**config.mk**
```make
export PLATFORM = sky130hd
export DESIGN_NAME = lane_serializer
export DESIGN_NICKNAME = d
export VERILOG_FILES = /design/src/rtl/lane_serializer.sv
export SDC_FILE = /design/constraint.sdc
export NUM_CORES = 1
export LEC_CHECK = 0
export ABC_AREA = 0
export BUFFER_PORTS_ARGS = -buffer_cell sky130_fd_sc_hd__buf_2
export CAP_MARGIN = 30
export CORE_ASPECT_RATIO = 0.7
export CORE_MARGIN = 8
export CORE_UTILIZATION = 28
export CTS_CLUSTER_SIZE = 10
export DETAILED_ROUTE_END_ITERATION = 10
export HOLD_SLACK_MARGIN = 0.06
export PLACE_DENSITY_LB_ADDON = 0.1
export SYNTH_ARGS = -nofsm -noshare
export SYNTH_HDL_FRONTEND = slang
export SYNTH_SLANG_ARGS = --single-unit
export TNS_END_PERCENT = 50
```
**constraint.sdc**
```tcl
create_clock -name clk -period 2.75 [get_ports clk]
set_input_delay 0.275 -clock clk [delete_from_list [all_inputs] [get_ports clk]]
set_output_delay 0.275 -clock clk [all_outputs]
set_load 0.1 [all_outputs]
```
**src/rtl/lane_serializer.sv**
```systemverilog
// Lane serializer: captures a 96-bit word of eight 12-bit lanes and streams it out one lane per cycle.
// Optional LSB-first emission order is selected by defining LANE_SERIALIZER_LSB_FIRST_EN.
module lane_serializer #(
  parameter int LANE_W = 12,
  parameter int LANES  = 8,
  parameter int IDX_W  = 3,
  parameter int DROP_W = 8
) (
  input  logic                      clk,
  input  logic                      rst,
  input  logic                      in_valid,
  output logic                      in_ready,
  input  logic [LANE_W*LANES-1:0]   in_data,
  input  logic                      in_ok,
  output logic                      out_valid,
  input  logic                      out_ready,
  output logic [LANE_W-1:0]         out_lane,
  output logic [IDX_W-1:0]          out_idx,
  output logic                      out_last,
  output logic [DROP_W-1:0]         drop_cnt
);

  typedef enum logic {
    S_IDLE,
    S_SEND
  } state_e;

  localparam logic [IDX_W-1:0] IDX_MAX = IDX_W'(LANES - 1);

`ifdef LANE_SERIALIZER_LSB_FIRST_EN
  localparam logic [IDX_W-1:0] IDX_FIRST = '0;
  localparam logic [IDX_W-1:0] IDX_LAST  = IDX_MAX;
`else
  localparam logic [IDX_W-1:0] IDX_FIRST = IDX_MAX;
  localparam logic [IDX_W-1:0] IDX_LAST  = '0;
`endif

  state_e                    state_q;
  logic [IDX_W-1:0]          cnt_q, cnt_d;
  logic [LANE_W*LANES-1:0]   held_q;
  logic [DROP_W-1:0]         drop_q, drop_d;
  logic                      send;
  logic                      in_xfer;
  logic                      out_xfer;

  // NOTE: every signal written here gets a value on every path first, so no latch can be inferred.
  always_comb begin
    send      = (state_q == S_SEND);
    out_valid = send;
    out_idx   = send ? cnt_q : '0;
    out_last  = send && (cnt_q == IDX_LAST);
    out_lane  = send ? held_q[int'(cnt_q)*LANE_W +: LANE_W] : '0;
    // The next word may enter in the same cycle the final lane leaves.
    in_ready  = !send || (out_last && out_ready);
    in_xfer   = in_valid && in_ready;
    out_xfer  = out_valid && out_ready;
    drop_d    = (drop_q == '1) ? drop_q : drop_q + 1'b1;
`ifdef LANE_SERIALIZER_LSB_FIRST_EN
    cnt_d     = cnt_q + 1'b1;
`else
    cnt_d     = cnt_q - 1'b1;
`endif
  end

  assign drop_cnt = drop_q;

  // NOTE: state uses non-blocking assignments so every register samples pre-edge values.
  always_ff @(posedge clk) begin
    if (rst) begin
      // NOTE: the held word is a plain register (not a memory), so it is cleared with the rest.
      state_q <= S_IDLE;
      cnt_q   <= '0;
      held_q  <= '0;
      drop_q  <= '0;
    end else if (in_xfer) begin
      // In SEND an input transfer implies the last lane is leaving this cycle.
      if (in_ok) begin
        held_q  <= in_data;
        cnt_q   <= IDX_FIRST;
        state_q <= S_SEND;
      end else begin
        drop_q  <= drop_d;
        state_q <= S_IDLE;
      end
    end else if (out_xfer) begin
      if (out_last) begin
        state_q <= S_IDLE;
      end else begin
        cnt_q   <= cnt_d;
      end
    end
  end

endmodule

```
# Word-level counts from Yosys, hierarchy flattened
# Cells that the tools add are included.
# totals
regBits	108
inputBits	101
out_inout_bits	26
word_cells	36
# op_classes
n_addsub	2
multipliers	1
eq_ne	3
shift	1
n_mux	10
n_bitwise	2
n_reduce_logical	13
# op_table
cell	n
96-bit by 8-bit variable part select with 12-bit output	1
3-bit 2-to-1 mux	5
12-bit 2-to-1 mux	1
8-bit by 1-bit adder with 8-bit output (second input constant)	1
8-bit equality test (second input constant)	1
3-bit AND reduction	2
3-bit by 2-bit multiplier with 5-bit output (second input constant)	1
1-bit logical AND	4
1-bit 2-to-1 mux	4
2-bit AND reduction	2
2-bit nonzero test	2
3-bit logical NOT	1
3-bit by 1-bit subtractor with 3-bit output (second input constant)	1
2-bit by 1-bit != test with 1-bit output (second input constant)	1
2-bit != test (second input constant)	1
1-bit NOT	2
1-bit logical NOT	1
1-bit logical OR	1

# Depth between registers and ports, before layout
# Gate-level depths: netlist of the first run.
# depth
ltp_word	7
mapped_depth	12
mapped_depth_nobuf	6

# Worst setup path after synthesis of the first run
# OpenSTA, ideal clock, no wires.
# synth_path
kind	reg-to-output
startpoint	register state_q (netlist: out_valid)
endpoint	output out_lane[10]
arrival_time_ns	3.726
t_required_ns	2.475
path_slack_ns	-1.251
path_stages_with_launch	4
n_path_buf	2
cell_sequence	dfxtp_1 -> clkbuf_1 -> clkbuf_1 -> a21boi_0
# synth_between
elab_chain_len	1
# synth_rtl
element	line_no	rtl
start, declared	38	state_e state_q;
start signal, assigned	71	state_q <= S_IDLE;
start signal, assigned	80	state_q <= S_SEND;
start signal, assigned	83	state_q <= S_IDLE;
12-bit 2-to-1 mux	52	out_lane = send ? held_q[int'(cnt_q)*LANE_W +: LANE_W] : '0;
end, declared	17	output logic [LANE_W-1:0] out_lane,
# No other way between the ends.

# Worst setup path in the final report of the first run
# layout_path
startpoint	register cnt_q[1]
endpoint	output out_lane[9]
# layout_between
elab_chain_len	3
# layout_rtl
element	line_no	rtl
start, declared	39	logic [IDX_W-1:0] cnt_q, cnt_d;
start signal, assigned	89	cnt_q <= cnt_d;
3-bit by 2-bit multiplier with 5-bit output	52	
96-bit by 8-bit variable part select with 12-bit output	52	
12-bit 2-to-1 mux	52	
# No other way between the ends.

==> results of run 1 <==
tightest hold or removal path: stages:
cell	delay, ns
buf_2	0.08
mux2i_1	0.05
nor2_1	0.07
where the power goes:
group          leakage, uW  switching, uW  internal, uW
clock network     0.000145            573           754
registers         0.000883           63.2          1640
logic              0.00140            297           248
total              0.00243            934          2640
final timing paths:
check,endpoint,slack (ns),cells after the start
worst min register to register,held_q[42]$_SDFFE_PP0P_,0.49,2
worst max-delay path,out_lane[9],0.32,5
worst min-delay path,held_q[34]$_SDFFE_PP0P_,0.16,3
worst max register to register,held_q[39]$_SDFFE_PP0P_,0.56,7
per-stage QoR:
| step | TNS (ns) | cells | setup WS [ns] |
|---|---|---|---|
| after floorplan | -2.04 | 454 | -0.519 |
| final | 0 | 804 | 0.321 |
| after detailed placement | 0 | 789 | 0.446 |
| after CTS | 0 | 804 | 0.0973 |
| after global placement | 0 | 789 | 0.492 |
| after global routing | 0 | 804 | 0.184 |
registers in the layout, summed over array words and instances (netlist names):
name,cells
drop_cnt,8
out_valid,1
held_q,96
cnt_q,3
cell families (layout without fill, tap and decap cells):
group           count (synthesis)  count (layout)  synth area share
simple gates                  148             148             0.132
mux                           120             120             0.315
flops                         108             108             0.454
buf+inv                        38             157            0.0381
compound gates                 37              37            0.0526
fa+ha+maj                       3               3           0.00788
synthesized netlist by cell type (5+ instances only):
| cell type | number |
|---|---|
| a211oi_1 | 6 |
| mux4_2 | 24 |
| nor2_1 | 98 |
| a21boi_0 | 12 |
| a21oi_1 | 8 |
| buf_2 | 13 |
| dfxtp_1 | 108 |
| clkbuf_1 | 16 |
| nand2_1 | 27 |
| mux2i_1 | 96 |
| nor3_1 | 5 |
layer usage:
metal  routed length (um)  track usage  vias to the layer above
met2                 6180        0.198                       89
met1                 6490        0.170                     1712
met3                  930       0.0487                       13
li1                     -            -                     1822
met4                  133       0.0308                        4
met5                   23            0                        -
area by class of cell:
type	count	area, um^2
fill	1770	10900
inverter	4	15.0
clock inverter	3	46.3
multi-input combinational	308	2450
sequential	108	2170
timing repair buffer	138	786
clock buffer	12	256
tap	231	289
==> flow_summary.yaml, run 1 <==
outcome:
  status: "completed"
critical_path:
  arrival_ns: 2.15
  crit_slowest_cell: "mux4_2"
  crit_start: "cnt_q[1]$_SDFFE_PP0P_"
  slowest_delay_ns: 0.53
  cp-start-kind: "flop"
  timing.rr.start: "cnt_q[1]$_SDFFE_PP0P_"
  critical_path.cell_chain: "buf_4 > mux4_2 > nand2_1 > a21boi_1 > buf_2"
  cp_num_buf_inv: 2
  worstSetupPathType: "flop to output port"
  cp_max_fo: 16
  required_ns: 2.48
  critical-path-top-delay-family: "buffers and inverters"
  end_kind: "output port"
hold_path:
  hp-start: "in_data[34]"
  min_path_type: "input pin to flop"
place:
  io_buffers: 126
  gp_congestion: 0.769
  hpwl_mm: 10.5
  placed_cell_area_um2: 5710
clock_network:
  clk_pin_slew_ns: 0.07
  clock_latency_ns: 0.35
  cts_root_buffer: "clkbuf_16"
  numCtsBuffers: 9
  cts_tree: "yes"
  post_cts_buffers: 0
  htreeDepth: 3
  cts_resized: 0
  cts.sink_count: 108
  cts_hold_buf: 0
  clock_path_buffers: 2
synthesis:
  syn_area_um2: 4760
  yosys_register_bits: 108
  netlist_instances: 454
  synth.top_cell.area_share: 0.454
  ys_seq_area_frac: 0.454
  ys.flop_type: "dfxtp_1"
  syn-num-nets: 558
  synth-edff-count: 0
  yosysWarnings: 0
  avgSynthCellArea_um2: 10.5
  ys_types: 33
  synth_area_leaders: "dfxtp_1, mux2i_1, mux4_2, nor2_1, nand2_1"
  async_reset_ff_frac: 0
  synth.largest_area_cell: "dfxtp_1"
final_layout:
  syn2layout_area_growth_pct: 26.2
  drive_gt1_frac: 0.326
  antenna_cells: 0
  finalInstanceArea_um2: 6010
  final_cell_mix: "buf_2, dfxtp_1, nor2_1"
  final_common_cell: "buf_2"
  fin_nets: 673
  utilization: 0.355
grt:
  grt_pass1_vias: 3829
  grt_use_total: 0.129
  grt_pass1_wl_mm: 21.5
  grt_overflow: 0
  antenna_found_initial: 2
  grt_max_degree: 59
pwr:
  finalPower_uw: 3580
  p_leak_uw: 0.00243
  peakVddDrop_uv: 258
  powerDensity_nw_per_um2: 595
route:
  routed_wl_mm: 13.8
  routed-via-count: 3640
  avgViaCountPerCell: 4.53
  firstDrtPassIters: 4
  drc: 0
  wl_per_cell_um: 17.1
  drt_iter0_drc: 263
  ant_nets: 0
sta:
  rsz0062_at_grt: "false"
  slew_headroom: 0.458
  clock_skew_ns: 0.00858
  fmax_mhz: 412
  setup_viol: 0
  worst_pin_slew_ns: 0.813
  holdWs_ns: 0.162
  period_minus_slack_ns: 2.43
  maxSlewViolCount: 0
  hold_violations: 0
  finalCritPeriodShare: 0.883
flow_run:
  max-cap-violations: 0
floorplanning:
  coreArea_um2: 16900
  initial_core_util: 0.282
  core.rowCount: 40
  dieHeight_um: 125
  io_pins: 127
  die_x_um: 172
  dieArea_um2: 21500
No activity file was read; power rests on OpenSTA's default activity.
==> inputs of run 2 (changes only) <==
Clock period 2.75 ns to 2.7 ns, I/O delays scaled along.
==> run 2 against run 1 <==
Critical path depth unchanged. First-iteration DRC count is 22% lower. Core utilization down 0.17 points. Design area shrank 0.48%. Via count about the same. Power up 2.9%. Global-route usage fell by 0.71 points. Critical path type unchanged. Largest cell class unchanged.
==> flow_summary.yaml, run 2 (synthesis gave the netlist of run 1 again) <==
critical_path:
  required_ns: 2.43
  ff2ff_path_depth: 7
  cp_max_fo: 11
  worstSetupPathType: "flop to output port"
  timing.rr.start: "cnt_q[0]$_SDFFE_PP0P_"
  end_kind: "output port"
  r2r_end: "held_q[40]$_SDFFE_PP0P_"
  cp-start-kind: "flop"
  arrival_ns: 2.21
  r2r_slack_ns: 0.56
final_layout:
  multiInputGateArea_um2: 2450
  regMostFlops: "held_q"
  largest_register_ffs: 96
  antenna_cells: 0
  final_cell_mix: "buf_2, dfxtp_1, nor2_1"
  ff_latch_area_um2: 2160
  fin_nets: 671
  final_common_cell: "buf_2"
  fillers: 1765
  syn2layout_area_growth_pct: 25.6
  fin_cells: 803
  drive_gt1_frac: 0.327
pwr:
  p_leak_uw: 0.00243
  peakVddDrop_uv: 261
  powerDensity_nw_per_um2: 615
place:
  gp_congestion: 0.749
  dp.cells: 787
  io_buffers: 126
  place_ws_ns: 0.514
  hpwl_mm: 9.81
sta:
  worst_pin_slew_ns: 0.757
  slew_headroom: 0.495
  worst_slack_ns: 0.215
  period_minus_slack_ns: 2.48
  tns_ns: 0
  holdWs_ns: 0.165
  hold_violations: 0
  maxSlewViolCount: 0
  finalCritPeriodShare: 0.920
  rsz0062_at_grt: "false"
  clock_skew_ns: 0.00628
  fmax_mhz: 402
  setup_viol: 0
grt:
  grt_pass1_wl_mm: 20.6
  grt_overflow: 0
  grt_max_degree: 60
  grt_use_total: 0.122
  antenna_found_initial: 3
  grt_pass1_vias: 3790
clock_network:
  clock_path_buffers: 2
  post_cts_buffers: 0
  cts_resized: 0
  cts.sink_count: 108
  cts_root_buffer: "clkbuf_16"
  cts_tree: "yes"
  numCtsBuffers: 9
  clock_latency_ns: 0.34
  clk_pin_slew_ns: 0.07
  htreeDepth: 3
  cts_hold_buf: 0
floorplanning:
  dieHeight_um: 125
  core.rowCount: 40
  io_pins: 127
  initial_core_util: 0.282
  die_x_um: 172
  coreArea_um2: 16900
  dieArea_um2: 21500
hold_path:
  min_path_type: "input pin to flop"
  hp-start: "in_data[82]"
  min_path_cells: 3
  whs_endpoint: "held_q[82]$_SDFFE_PP0P_"
route:
  ant_nets: 0
  wl_per_cell_um: 16.4
  firstDrtPassIters: 4
  routed_wl_mm: 13.2
  routed-via-count: 3639
  avgViaCountPerCell: 4.53
  drc: 0
  drt_iter0_drc: 206
outcome:
  status: "completed"
flow_run:
  max-cap-violations: 0
## run 2: cell types whose count changed in the layout (fill, tap and decap cells not counted)
cell	change
dfxtp_4	-1
bufinv_16	+1
clkinv_2	+3
clkbuf_1	-1
buf_12	-2
dfxtp_2	+1
clkbuf_8	-2
## run 2: through the flow
stage	util	instance area (um^2)	power (uW)
final	0.354	5980	3680
after global routing	0.354	5980	3860
after CTS	0.354	5980	3750
after detailed placement	0.335	5670	2330
after global placement	0.335	5670	2320
after floorplan	-	4780	2140
## run 2: worst max-delay path, cell delays in order (launching register included)
cell and delay, ns:
dfxtp_2 0.56, buf_4 0.29, mux4_2 0.26, nand2_1 0.05, a21boi_1 0.24, buf_2 0.47
## run 2: worst max path at each step
stage                                start     endpoint  slack, ns  depth (start not counted)
finish               cnt_q[0]$_SDFFE_PP0P_  out_lane[9]       0.22                          5
global route         cnt_q[0]$_SDFFE_PP0P_  out_lane[9]       0.04                          5
CTS                  cnt_q[0]$_SDFFE_PP0P_  out_lane[9]       0.14                          5
detailed placement   cnt_q[0]$_SDFFE_PP0P_  out_lane[9]       0.51                          5
global placement     cnt_q[0]$_SDFFE_PP0P_  out_lane[9]       0.53                          5
floorplan           out_valid$_SDFFE_PP0P_  out_lane[9]      -0.56                          3
## run 2: cell type report
type / count / share of cell area
inverter: 4 / 0.00251
tap: 231 / 0.0483
sequential: 108 / 0.362
clock buffer: 9 / 0.0376
clock inverter: 7 / 0.0153
multi-input combinational: 308 / 0.410
timing repair buffer: 136 / 0.125
## run 2: metal layers
metal	wire length (um)	part of all wire	GRT usage	vias to the layer above
li1	-	-	-	1814
met1	6230	0.47	0.158	1722
met2	5960	0.45	0.193	84
met3	869	0.066	0.0437	13
met4	103	0.0078	0.0258	6
met5	40	0.0030	0	-
## run 2: power breakdown
part           internal (uW)  total, uW  switching (uW)
Sequential              1670       1730            57.3
Clock                    810       1400             591
Combinational            245        549             304
==> inputs of run 3 (changes only) <==
Settings changed: RECOVER_POWER set to 100.
==> run 3 against run 2 <==
Sequential power hardly changed. Worst hold slack hardly changed. Power is 0.18% lower.
==> flow_summary.yaml, run 3 (synthesis gave the netlist of run 1 again) <==
pwr:
  p_leak_uw: 0.00236
  powerDensity_nw_per_um2: 618
  peakVddDrop_uv: 261
clock_network:
  numCtsBuffers: 9
  clock_path_buffers: 2
  htreeDepth: 3
  cts_resized: 0
  post_cts_buffers: 0
  cts_hold_buf: 0
  clk_pin_slew_ns: 0.07
  cts_tree: "yes"
  clock_latency_ns: 0.34
  cts.sink_count: 108
  cts_root_buffer: "clkbuf_16"
sta:
  worst_pin_slew_ns: 1.19
  period_minus_slack_ns: 2.53
  hold_violations: 0
  worst_slack_ns: 0.171
  rsz0062_at_grt: "false"
  setup_viol: 0
  clock_skew_ns: 0.00618
  slew_headroom: 0.213
  fmax_mhz: 395
  maxSlewViolCount: 0
  tns_ns: 0
  finalCritPeriodShare: 0.937
final_layout:
  drive_gt1_frac: 0.309
  fin_nets: 671
  ff_latch_area_um2: 2160
  largest_register_ffs: 96
  multiInputGateArea_um2: 2430
  syn2layout_area_growth_pct: 24.9
  fillers: 1773
  finalInstanceArea_um2: 5950
  final_common_cell: "dfxtp_1"
  regMostFlops: "held_q"
  fin_cells: 803
  final_cell_mix: "dfxtp_1, buf_2, nor2_1"
  antenna_cells: 0
critical_path:
  crit_slowest_cell: "dfxtp_2"
  critical-path-top-delay-family: "buffers and inverters"
  arrival_ns: 2.26
  cp-start-kind: "flop"
  worstSetupPathType: "flop to output port"
  cp_max_fo: 11
  end_kind: "output port"
  critical_path.cell_chain: "buf_4 > mux4_2 > nand2_1 > a21boi_2 > clkbuf_2"
  required_ns: 2.43
  cp_num_buf_inv: 2
  slowest_delay_ns: 0.57
place:
  placed_cell_area_um2: 5670
  dp.cells: 787
  gp_congestion: 0.749
  place_ws_ns: 0.514
  io_buffers: 126
  hpwl_mm: 9.81
route:
  firstDrtPassIters: 4
  ant_nets: 0
  avgViaCountPerCell: 4.53
  drc: 0
  wl_per_cell_um: 16.4
  routed-via-count: 3634
  routed_wl_mm: 13.2
  drt_iter0_drc: 188
floorplanning:
  coreArea_um2: 16900
  io_pins: 127
  core.rowCount: 40
  dieHeight_um: 125
  initial_core_util: 0.282
  dieArea_um2: 21500
  die_x_um: 172
flow_run:
  max-cap-violations: 0
grt:
  grt_pass1_wl_mm: 20.6
  grt_use_total: 0.122
  grt_max_degree: 60
  antenna_found_initial: 3
  grt_pass1_vias: 3790
  grt_overflow: 0
outcome:
  status: "completed"
hold_path:
  min_path_type: "input pin to flop"
## run 3: cell types whose count changed in the layout (fill, tap and decap cells not counted), moves of 2 or more
| cell | delta |
|---|---|
| clkbuf_2 | +16 |
| buf_2 | -23 |
| buf_4 | -2 |
| clkbuf_1 | +9 |
## run 3: metrics by stage
stage / utilization / hold WS (ns) / power [uW]
6_report: 0.352 / 0.165 / 3670
3_3_place_gp: 0.335 / 0.467 / 2320
2_1_floorplan: - / 0.417 / 2140
4_1_cts: 0.354 / 0.152 / 3750
3_5_place_dp: 0.335 / 0.477 / 2330
5_1_grt: 0.352 / 0.149 / 3850
## run 3: worst paths after layout
path                                start                       to  slack (ns)  cells past startpoint
setup / recovery    cnt_q[0]$_SDFFE_PP0P_              out_lane[7]        0.17                      5
hold / removal                in_data[82]  held_q[82]$_SDFFE_PP0P_        0.16                      3
setup reg to reg    cnt_q[0]$_SDFFE_PP0P_  held_q[61]$_SDFFE_PP0P_        0.28                      7
hold reg to reg   held_q[42]$_SDFFE_PP0P_  held_q[42]$_SDFFE_PP0P_        0.49                      2
## run 3: final cells by class
| cell class | instances | area share |
|---|---|---|
| Tap cell | 231 | 0.0486 |
| Clock buffer | 9 | 0.0379 |
| Sequential cell | 108 | 0.364 |
| Inverter | 4 | 0.00252 |
| Clock inverter | 7 | 0.0154 |
| Multi-Input combinational cell | 308 | 0.409 |
| Timing Repair Buffer | 136 | 0.123 |
## run 3: worst register-to-register path, cell delays in order, from the launching register on
cell and delay [ns]:
dfxtp_2 0.44, inv_1 0.13, ha_1 0.19, nand3b_1 0.18, a21oi_2 0.63, clkbuf_2 0.43, mux2i_1 0.25, nor2_1 0.05
## run 3: report_power, final
| group | switching (uW) | internal, uW | total [uW] | leakage, uW |
|---|---|---|---|---|
| combinational | 301 | 241 | 542 | 0.00132 |
| clock | 592 | 810 | 1400 | 0.000155 |
| sequential | 57.0 | 1670 | 1730 | 0.000883 |
## run 3: layer usage
metal  track usage  wire length [um]
met3        0.0437               903
met5             0                40
met1         0.158              6210
met2         0.193              5950
met4        0.0258               103
